File: src/rtl/argon_datapath_if.sv
// Bus between the Argon control FSM and the execution datapath.
// The master drives selects, write data and ALU operands; the slave returns read data, result and flags.
interface argon_datapath_if;
  logic        i_write_en;
  logic [4:0]  i_selectA;
  logic [4:0]  i_selectB;
  logic [4:0]  i_selectW;
  logic [31:0] i_portW;
  logic [31:0] o_portA;
  logic [31:0] o_portB;
  logic [3:0]  i_opcode;
  logic [4:0]  i_shamt;
  logic [31:0] i_wordA;
  logic [31:0] i_wordB;
  logic [31:0] o_result;
  logic        o_flag_equal;
  logic        o_flag_notequal;

  modport master (
    output i_write_en, i_selectA, i_selectB, i_selectW, i_portW,
    output i_opcode, i_shamt, i_wordA, i_wordB,
    input  o_portA, o_portB, o_result, o_flag_equal, o_flag_notequal
  );

  modport slave (
    input  i_write_en, i_selectA, i_selectB, i_selectW, i_portW,
    input  i_opcode, i_shamt, i_wordA, i_wordB,
    output o_portA, o_portB, o_result, o_flag_equal, o_flag_notequal
  );
endinterface

File: src/rtl/argon_datapath.sv
// Argon execution datapath: 32x32 register file (2R/1W, r0 hardwired to zero)
// and a 16-operation ALU with a registered result and equality flags.
module argon_datapath (
  input logic             i_clk,
  input logic             i_reset,
  argon_datapath_if.slave bus
);

  typedef enum logic [3:0] {
    OP_ADD  = 4'd0,
    OP_SUB  = 4'd1,
    OP_AND  = 4'd2,
    OP_OR   = 4'd3,
    OP_NOR  = 4'd4,
    OP_XOR  = 4'd5,
    OP_SETB = 4'd6,
    OP_CLRB = 4'd7,
    OP_SLL  = 4'd8,
    OP_SRL  = 4'd9,
    OP_SRA  = 4'd10,
    OP_SLLV = 4'd11,
    OP_SRLV = 4'd12,
    OP_SRAV = 4'd13,
    OP_SLT  = 4'd14,
    OP_SLTU = 4'd15
  } alu_op_e;

  logic [31:0] regs_q [32];
  logic [31:0] regs_d [32];
  logic [31:0] result_q;
  logic [31:0] result_d;
  logic        flag_equal_q;
  logic        flag_equal_d;

  // Register file: no bypass, so reads always see the pre-edge contents.
  always_comb begin
    for (int i = 0; i < 32; i++) begin
      regs_d[i] = regs_q[i];
    end
    if (bus.i_write_en) begin
      regs_d[bus.i_selectW] = bus.i_portW;
    end
    regs_d[0] = 32'd0;
  end

  always_ff @(posedge i_clk) begin
    if (i_reset) begin
      for (int i = 0; i < 32; i++) begin
        regs_q[i] <= 32'd0;
      end
    end else begin
      for (int i = 0; i < 32; i++) begin
        regs_q[i] <= regs_d[i];
      end
    end
  end

  assign bus.o_portA = regs_q[bus.i_selectA];
  assign bus.o_portB = regs_q[bus.i_selectB];

  logic [31:0] word_a;
  logic [31:0] word_b;
  logic [4:0]  var_shamt;
  logic [31:0] bit_mask;
  alu_op_e     opcode;

  assign word_a    = bus.i_wordA;
  assign word_b    = bus.i_wordB;
  assign var_shamt = bus.i_wordB[4:0];
  assign bit_mask  = 32'd1 << var_shamt;
  assign opcode    = alu_op_e'(bus.i_opcode);

  always_comb begin
    result_d     = 32'd0;
    flag_equal_d = (word_a == word_b);
    unique case (opcode)
      OP_ADD:  result_d = word_a + word_b;
      OP_SUB:  result_d = word_a - word_b;
      OP_AND:  result_d = word_a & word_b;
      OP_OR:   result_d = word_a | word_b;
      OP_NOR:  result_d = ~(word_a | word_b);
      OP_XOR:  result_d = word_a ^ word_b;
      OP_SETB: result_d = word_a | bit_mask;
      OP_CLRB: result_d = word_a & ~bit_mask;
      OP_SLL:  result_d = word_a << bus.i_shamt;
      OP_SRL:  result_d = word_a >> bus.i_shamt;
      OP_SRA:  result_d = $unsigned($signed(word_a) >>> bus.i_shamt);
      OP_SLLV: result_d = word_a << var_shamt;
      OP_SRLV: result_d = word_a >> var_shamt;
      OP_SRAV: result_d = $unsigned($signed(word_a) >>> var_shamt);
      OP_SLT:  result_d = {31'd0, ($signed(word_a) < $signed(word_b))};
      OP_SLTU: result_d = {31'd0, (word_a < word_b)};
      default: result_d = 32'd0;
    endcase
  end

  // Reset values describe "0 == 0": result zero, operands equal.
  always_ff @(posedge i_clk) begin
    if (i_reset) begin
      result_q     <= 32'd0;
      flag_equal_q <= 1'b1;
    end else begin
      result_q     <= result_d;
      flag_equal_q <= flag_equal_d;
    end
  end

  assign bus.o_result        = result_q;
  assign bus.o_flag_equal    = flag_equal_q;
  assign bus.o_flag_notequal = ~flag_equal_q;

endmodule

File: src/flat_wrapper.sv
// flat-port wrapper written by rule: the top's interface ports become plain ports
module argon_datapath_flat 
  (i_clk, i_reset, bus_i_write_en, bus_i_selectA, bus_i_selectB, bus_i_selectW, bus_i_portW, bus_i_opcode, bus_i_shamt, bus_i_wordA, bus_i_wordB, bus_o_portA, bus_o_portB, bus_o_result, bus_o_flag_equal, bus_o_flag_notequal);
  argon_datapath_if bus_i ();
  input logic i_clk;
  input logic i_reset;
  input wire logic [$bits(bus_i.i_write_en)-1:0] bus_i_write_en;
  input wire logic [$bits(bus_i.i_selectA)-1:0] bus_i_selectA;
  input wire logic [$bits(bus_i.i_selectB)-1:0] bus_i_selectB;
  input wire logic [$bits(bus_i.i_selectW)-1:0] bus_i_selectW;
  input wire logic [$bits(bus_i.i_portW)-1:0] bus_i_portW;
  input wire logic [$bits(bus_i.i_opcode)-1:0] bus_i_opcode;
  input wire logic [$bits(bus_i.i_shamt)-1:0] bus_i_shamt;
  input wire logic [$bits(bus_i.i_wordA)-1:0] bus_i_wordA;
  input wire logic [$bits(bus_i.i_wordB)-1:0] bus_i_wordB;
  output wire logic [$bits(bus_i.o_portA)-1:0] bus_o_portA;
  output wire logic [$bits(bus_i.o_portB)-1:0] bus_o_portB;
  output wire logic [$bits(bus_i.o_result)-1:0] bus_o_result;
  output wire logic [$bits(bus_i.o_flag_equal)-1:0] bus_o_flag_equal;
  output wire logic [$bits(bus_i.o_flag_notequal)-1:0] bus_o_flag_notequal;
  assign bus_i.i_write_en = bus_i_write_en;
  assign bus_i.i_selectA = bus_i_selectA;
  assign bus_i.i_selectB = bus_i_selectB;
  assign bus_i.i_selectW = bus_i_selectW;
  assign bus_i.i_portW = bus_i_portW;
  assign bus_i.i_opcode = bus_i_opcode;
  assign bus_i.i_shamt = bus_i_shamt;
  assign bus_i.i_wordA = bus_i_wordA;
  assign bus_i.i_wordB = bus_i_wordB;
  assign bus_o_portA = bus_i.o_portA;
  assign bus_o_portB = bus_i.o_portB;
  assign bus_o_result = bus_i.o_result;
  assign bus_o_flag_equal = bus_i.o_flag_equal;
  assign bus_o_flag_notequal = bus_i.o_flag_notequal;
  argon_datapath u_core (.i_clk(i_clk), .i_reset(i_reset), .bus(bus_i));
endmodule
File: config.mk
export PLATFORM = sky130hd
export DESIGN_NAME = argon_datapath_flat
export DESIGN_NICKNAME = d
export VERILOG_FILES = /design/src/rtl/argon_datapath_if.sv /design/src/rtl/argon_datapath.sv /design/src/flat_wrapper.sv
export SDC_FILE = /design/constraint.sdc
export NUM_CORES = 2
export LEC_CHECK = 0
export ABC_AREA = 0
export CAP_MARGIN = 40
export CELL_PAD_IN_SITES_DETAIL_PLACEMENT = 0
export CELL_PAD_IN_SITES_GLOBAL_PLACEMENT = 1
export CORE_AREA = 2 2 375 377
export CTS_CLUSTER_DIAMETER = 40
export CTS_CLUSTER_SIZE = 14
export DETAILED_ROUTE_END_ITERATION = 16
export DIE_AREA = 0 0 377 379
export PLACE_DENSITY_LB_ADDON = 0.1
export SYNTH_ARGS = -nofsm -noshare
export SYNTH_HDL_FRONTEND = slang
export SYNTH_SLANG_ARGS = --single-unit
File: constraint.sdc
create_clock -name i_clk -period 8.88 [get_ports i_clk]
set_input_delay 2.664 -clock i_clk [delete_from_list [all_inputs] [get_ports i_clk]]
set_output_delay 2.664 -clock i_clk [all_outputs]
set_load 0.01 [all_outputs]
==> flow_metrics.env <==
export IMPL_hold_buffers=0
export IMPL_syn2layout_area_growth_pct=16.8
export IMPL_hold_class="flop to flop"
export IMPL_cts_tree="done"
export IMPL_hold_viol_final=0
export IMPL_postLayoutCellArea_mm2=0.0725
export IMPL_worst_slack_ns=0.590
export IMPL_crit_path_top_delay_cell="mux4_2"
export IMPL_final_cells=9076
export IMPL_initial_core_util_pct=44.7
export IMPL_end_kind="primary output"
export IMPL_reg2reg_depth=2
export IMPL_crit_start="bus_i_selectA[0]"
export IMPL_whs_endpoint="u_core.regs_q[22][29]"
export IMPL_postCtsResizedCells=0
export IMPL_r2r_start="u_core.regs_q[1][3]"
export IMPL_die_height_um=379
export IMPL_arrival_ns=5.63
export IMPL_crit_path_frequent_cell="mux4_2"
export IMPL_relSlewSlack_pct=22.9
export IMPL_ys_seq_elements=1025
export IMPL_ys_warn_count=0
export IMPL_place_congestion=1.04
export IMPL_cts_root_buffer="clkbuf_16"
export IMPL_rrSetupSlack_ns=8.12
export IMPL_ir_drop_uv=193
export IMPL_p_seq_share_pct=34.9
export IMPL_synth_edf_count=0
export IMPL_slowest_delay_ns=0.56
export IMPL_synth_top_cell_area_share_pct=33.1
export IMPL_overflow=0
export IMPL_fmax_mhz=121
export IMPL_post_route_util_pct=52.2
export IMPL_syn_avg_cell_area_um2=8.62
export IMPL_clkTransAtPathRegs_ns=0.05
export IMPL_period_needed_ns=8.29
export IMPL_firstDrtPassIters=6
export IMPL_slew_violations=0
export IMPL_post_cts_buffers=0
export IMPL_die_area_mm2=0.143
export IMPL_cap_violations=0
export IMPL_whs_ns=0.463
export IMPL_ys_flop_type="dfxtp_1"
export IMPL_p_per_area_mw_per_mm2=185
export IMPL_grt_max_degree=195
export IMPL_antenna_found_initial=17
export IMPL_place_area_mm2=0.0665
export IMPL_finalCritPeriodShare_pct=93.4
export IMPL_syn_area_mm2=0.0621
export IMPL_critPathRequiredTime_ns=6.22
export IMPL_clkLatencyLatePin_ns=0.84
export IMPL_clockBufferDepth=3
export IMPL_p_int_mw=9.55
export IMPL_syn_num_nets=7422
export IMPL_numCtsBuffers=167
export IMPL_port_buffers=220
export IMPL_synth_top_cell_by_area="dfxtp_1"
export IMPL_drt_initial_drc_count=8128
export IMPL_grt_pass1_vias=55666
export IMPL_via_per_inst=6.53
export IMPL_fin_skew_ns=0
export IMPL_rows=137
export IMPL_grt_pass1_wl_mm=414
export IMPL_total_power_mw=13.4
export IMPL_grt_use_total_pct=40.0
export IMPL_dp_slack_ns=0.604
export IMPL_layout_drive_gt1_share_pct=19.1
export IMPL_min_from="u_core.regs_q[22][29]"
export IMPL_ios=221
export IMPL_p_comb_share_pct=13.1
export IMPL_hpwl_mm=192
export IMPL_worstSetupStartpointType="input pin"
export IMPL_core_area_mm2=0.139
export IMPL_async_reset_ff_share_pct=0
export IMPL_layout_common_cells="2179 x nand2_1, 1181 x a21oi_1, 1025 x dfxtp_1"
export IMPL_critPathMaxFanout=39
export IMPL_synth_area_leaders="dfxtp_1 33%, mux4_2 21%, nand2_1 13%"
export IMPL_tns_ns=0
export IMPL_p_sw_mw=3.85
export IMPL_dp_cells=8758
export IMPL_ant_nets=0
export IMPL_ys_seq_area_share_pct=33.1
export IMPL_clkPwrFrac_pct=51.9
export IMPL_crit_type="input pin to primary output"
export IMPL_die_w_um=377
export IMPL_switching_share_pct=28.7
export IMPL_wl_mm=292
export IMPL_numClockSinks=1025
export IMPL_leakage_nw=24.8
export IMPL_dr_total_vias=59285
export IMPL_cts_htree_levels=4
export IMPL_wire_per_inst_um=32.2
export IMPL_reg2reg_to="u_core.regs_q[1][3]"
export IMPL_cp_cell_sequence="buf_8, buf_4, mux4_2, mux4_2, mux2_2, clkdlybuf4s50_1"
export IMPL_syn_inst=7202
export IMPL_rsz0062_at_grt="false"
export IMPL_fin_nets=7340
export IMPL_final_common_cell="nand2_1"
export IMPL_setup_violations=0
export IMPL_tightest_slew_ns=1.16
export IMPL_ys_types=84
export IMPL_hold_depth=2
export IMPL_status="complete, no violations"
export IMPL_route_detailed_drc=0
## logic make-up after synthesis
logic type               after synthesis  synth area share, %
AND/OR/NAND/NOR                     2607                 16.5
AO/OA/AOI/OAI                       1698                 15.7
flip-flops                          1025                 33.1
multiplexers                         946                 27.4
buffers and inverters                808                 5.03
adder cells (fa/ha/maj)               97                 1.98
XOR/XNOR                              21                0.296
## synthesized netlist by cell type, drive strengths merged (46+ instances only)
library cell,count
mux4,586
nor2,191
a21oi,1182
nand2,2210
buf,91
ha,95
o21ai,115
mux2,152
dfxtp,1025
nor3,46
inv,93
a22o,68
clkbuf,622
mux2i,208
## power groups by stage
stage | Combinational [mW] | Sequential [mW] | Clock (mW)
global placement | 1.70 | 4.78 | 0
finish | 1.76 | 4.69 | 6.96
global route | 1.83 | 4.69 | 7.22
detailed placement | 1.71 | 4.78 | 0
CTS | 1.72 | 4.68 | 7.01
floorplan | 1.00 | 4.78 | 0
## routing by layer
metal  part of all wire [%]  vias to the layer above  GRT usage [%]
met4                    6.1                        6           22.3
met2                     45                     3505           62.0
met3                    9.7                      824           8.33
li1                       -                    25510              -
met1                     39                    29440           52.3
met5                  0.011                        -              0
## worst max-delay path by stage
| stage | end |
|---|---|
| 2_1_floorplan | bus_o_portA[26] |
| 3_3_place_gp | bus_o_portA[26] |
| 3_5_place_dp | bus_o_portA[26] |
| 4_1_cts | bus_o_portA[26] |
| 5_1_grt | bus_o_portA[26] |
| 6_report | bus_o_portA[26] |
## worst max-delay path: cells and delay by family
family                 cells  cell delay [ns]
buffers and inverters      3             1.41
multiplexers               3             1.41
## flip-flops by register name, indices dropped and copies added (netlist names)
name / cells
u_core.regs_q: 992
u_core.bus.o_result: 32
u_core.bus.o_flag_equal: 1
## area by class of cell
type                       count  area, um2
fill                       12825      66300
multi-input combinational   5369      38800
sequential                  1025      20500
clock buffer                 198       4510
timing repair buffer         462       4510
tap                         1807       2260
clock inverter               112       1540
inverter                      95        357
antenna                        8       20.0
(Power assumes the default switching activity.)
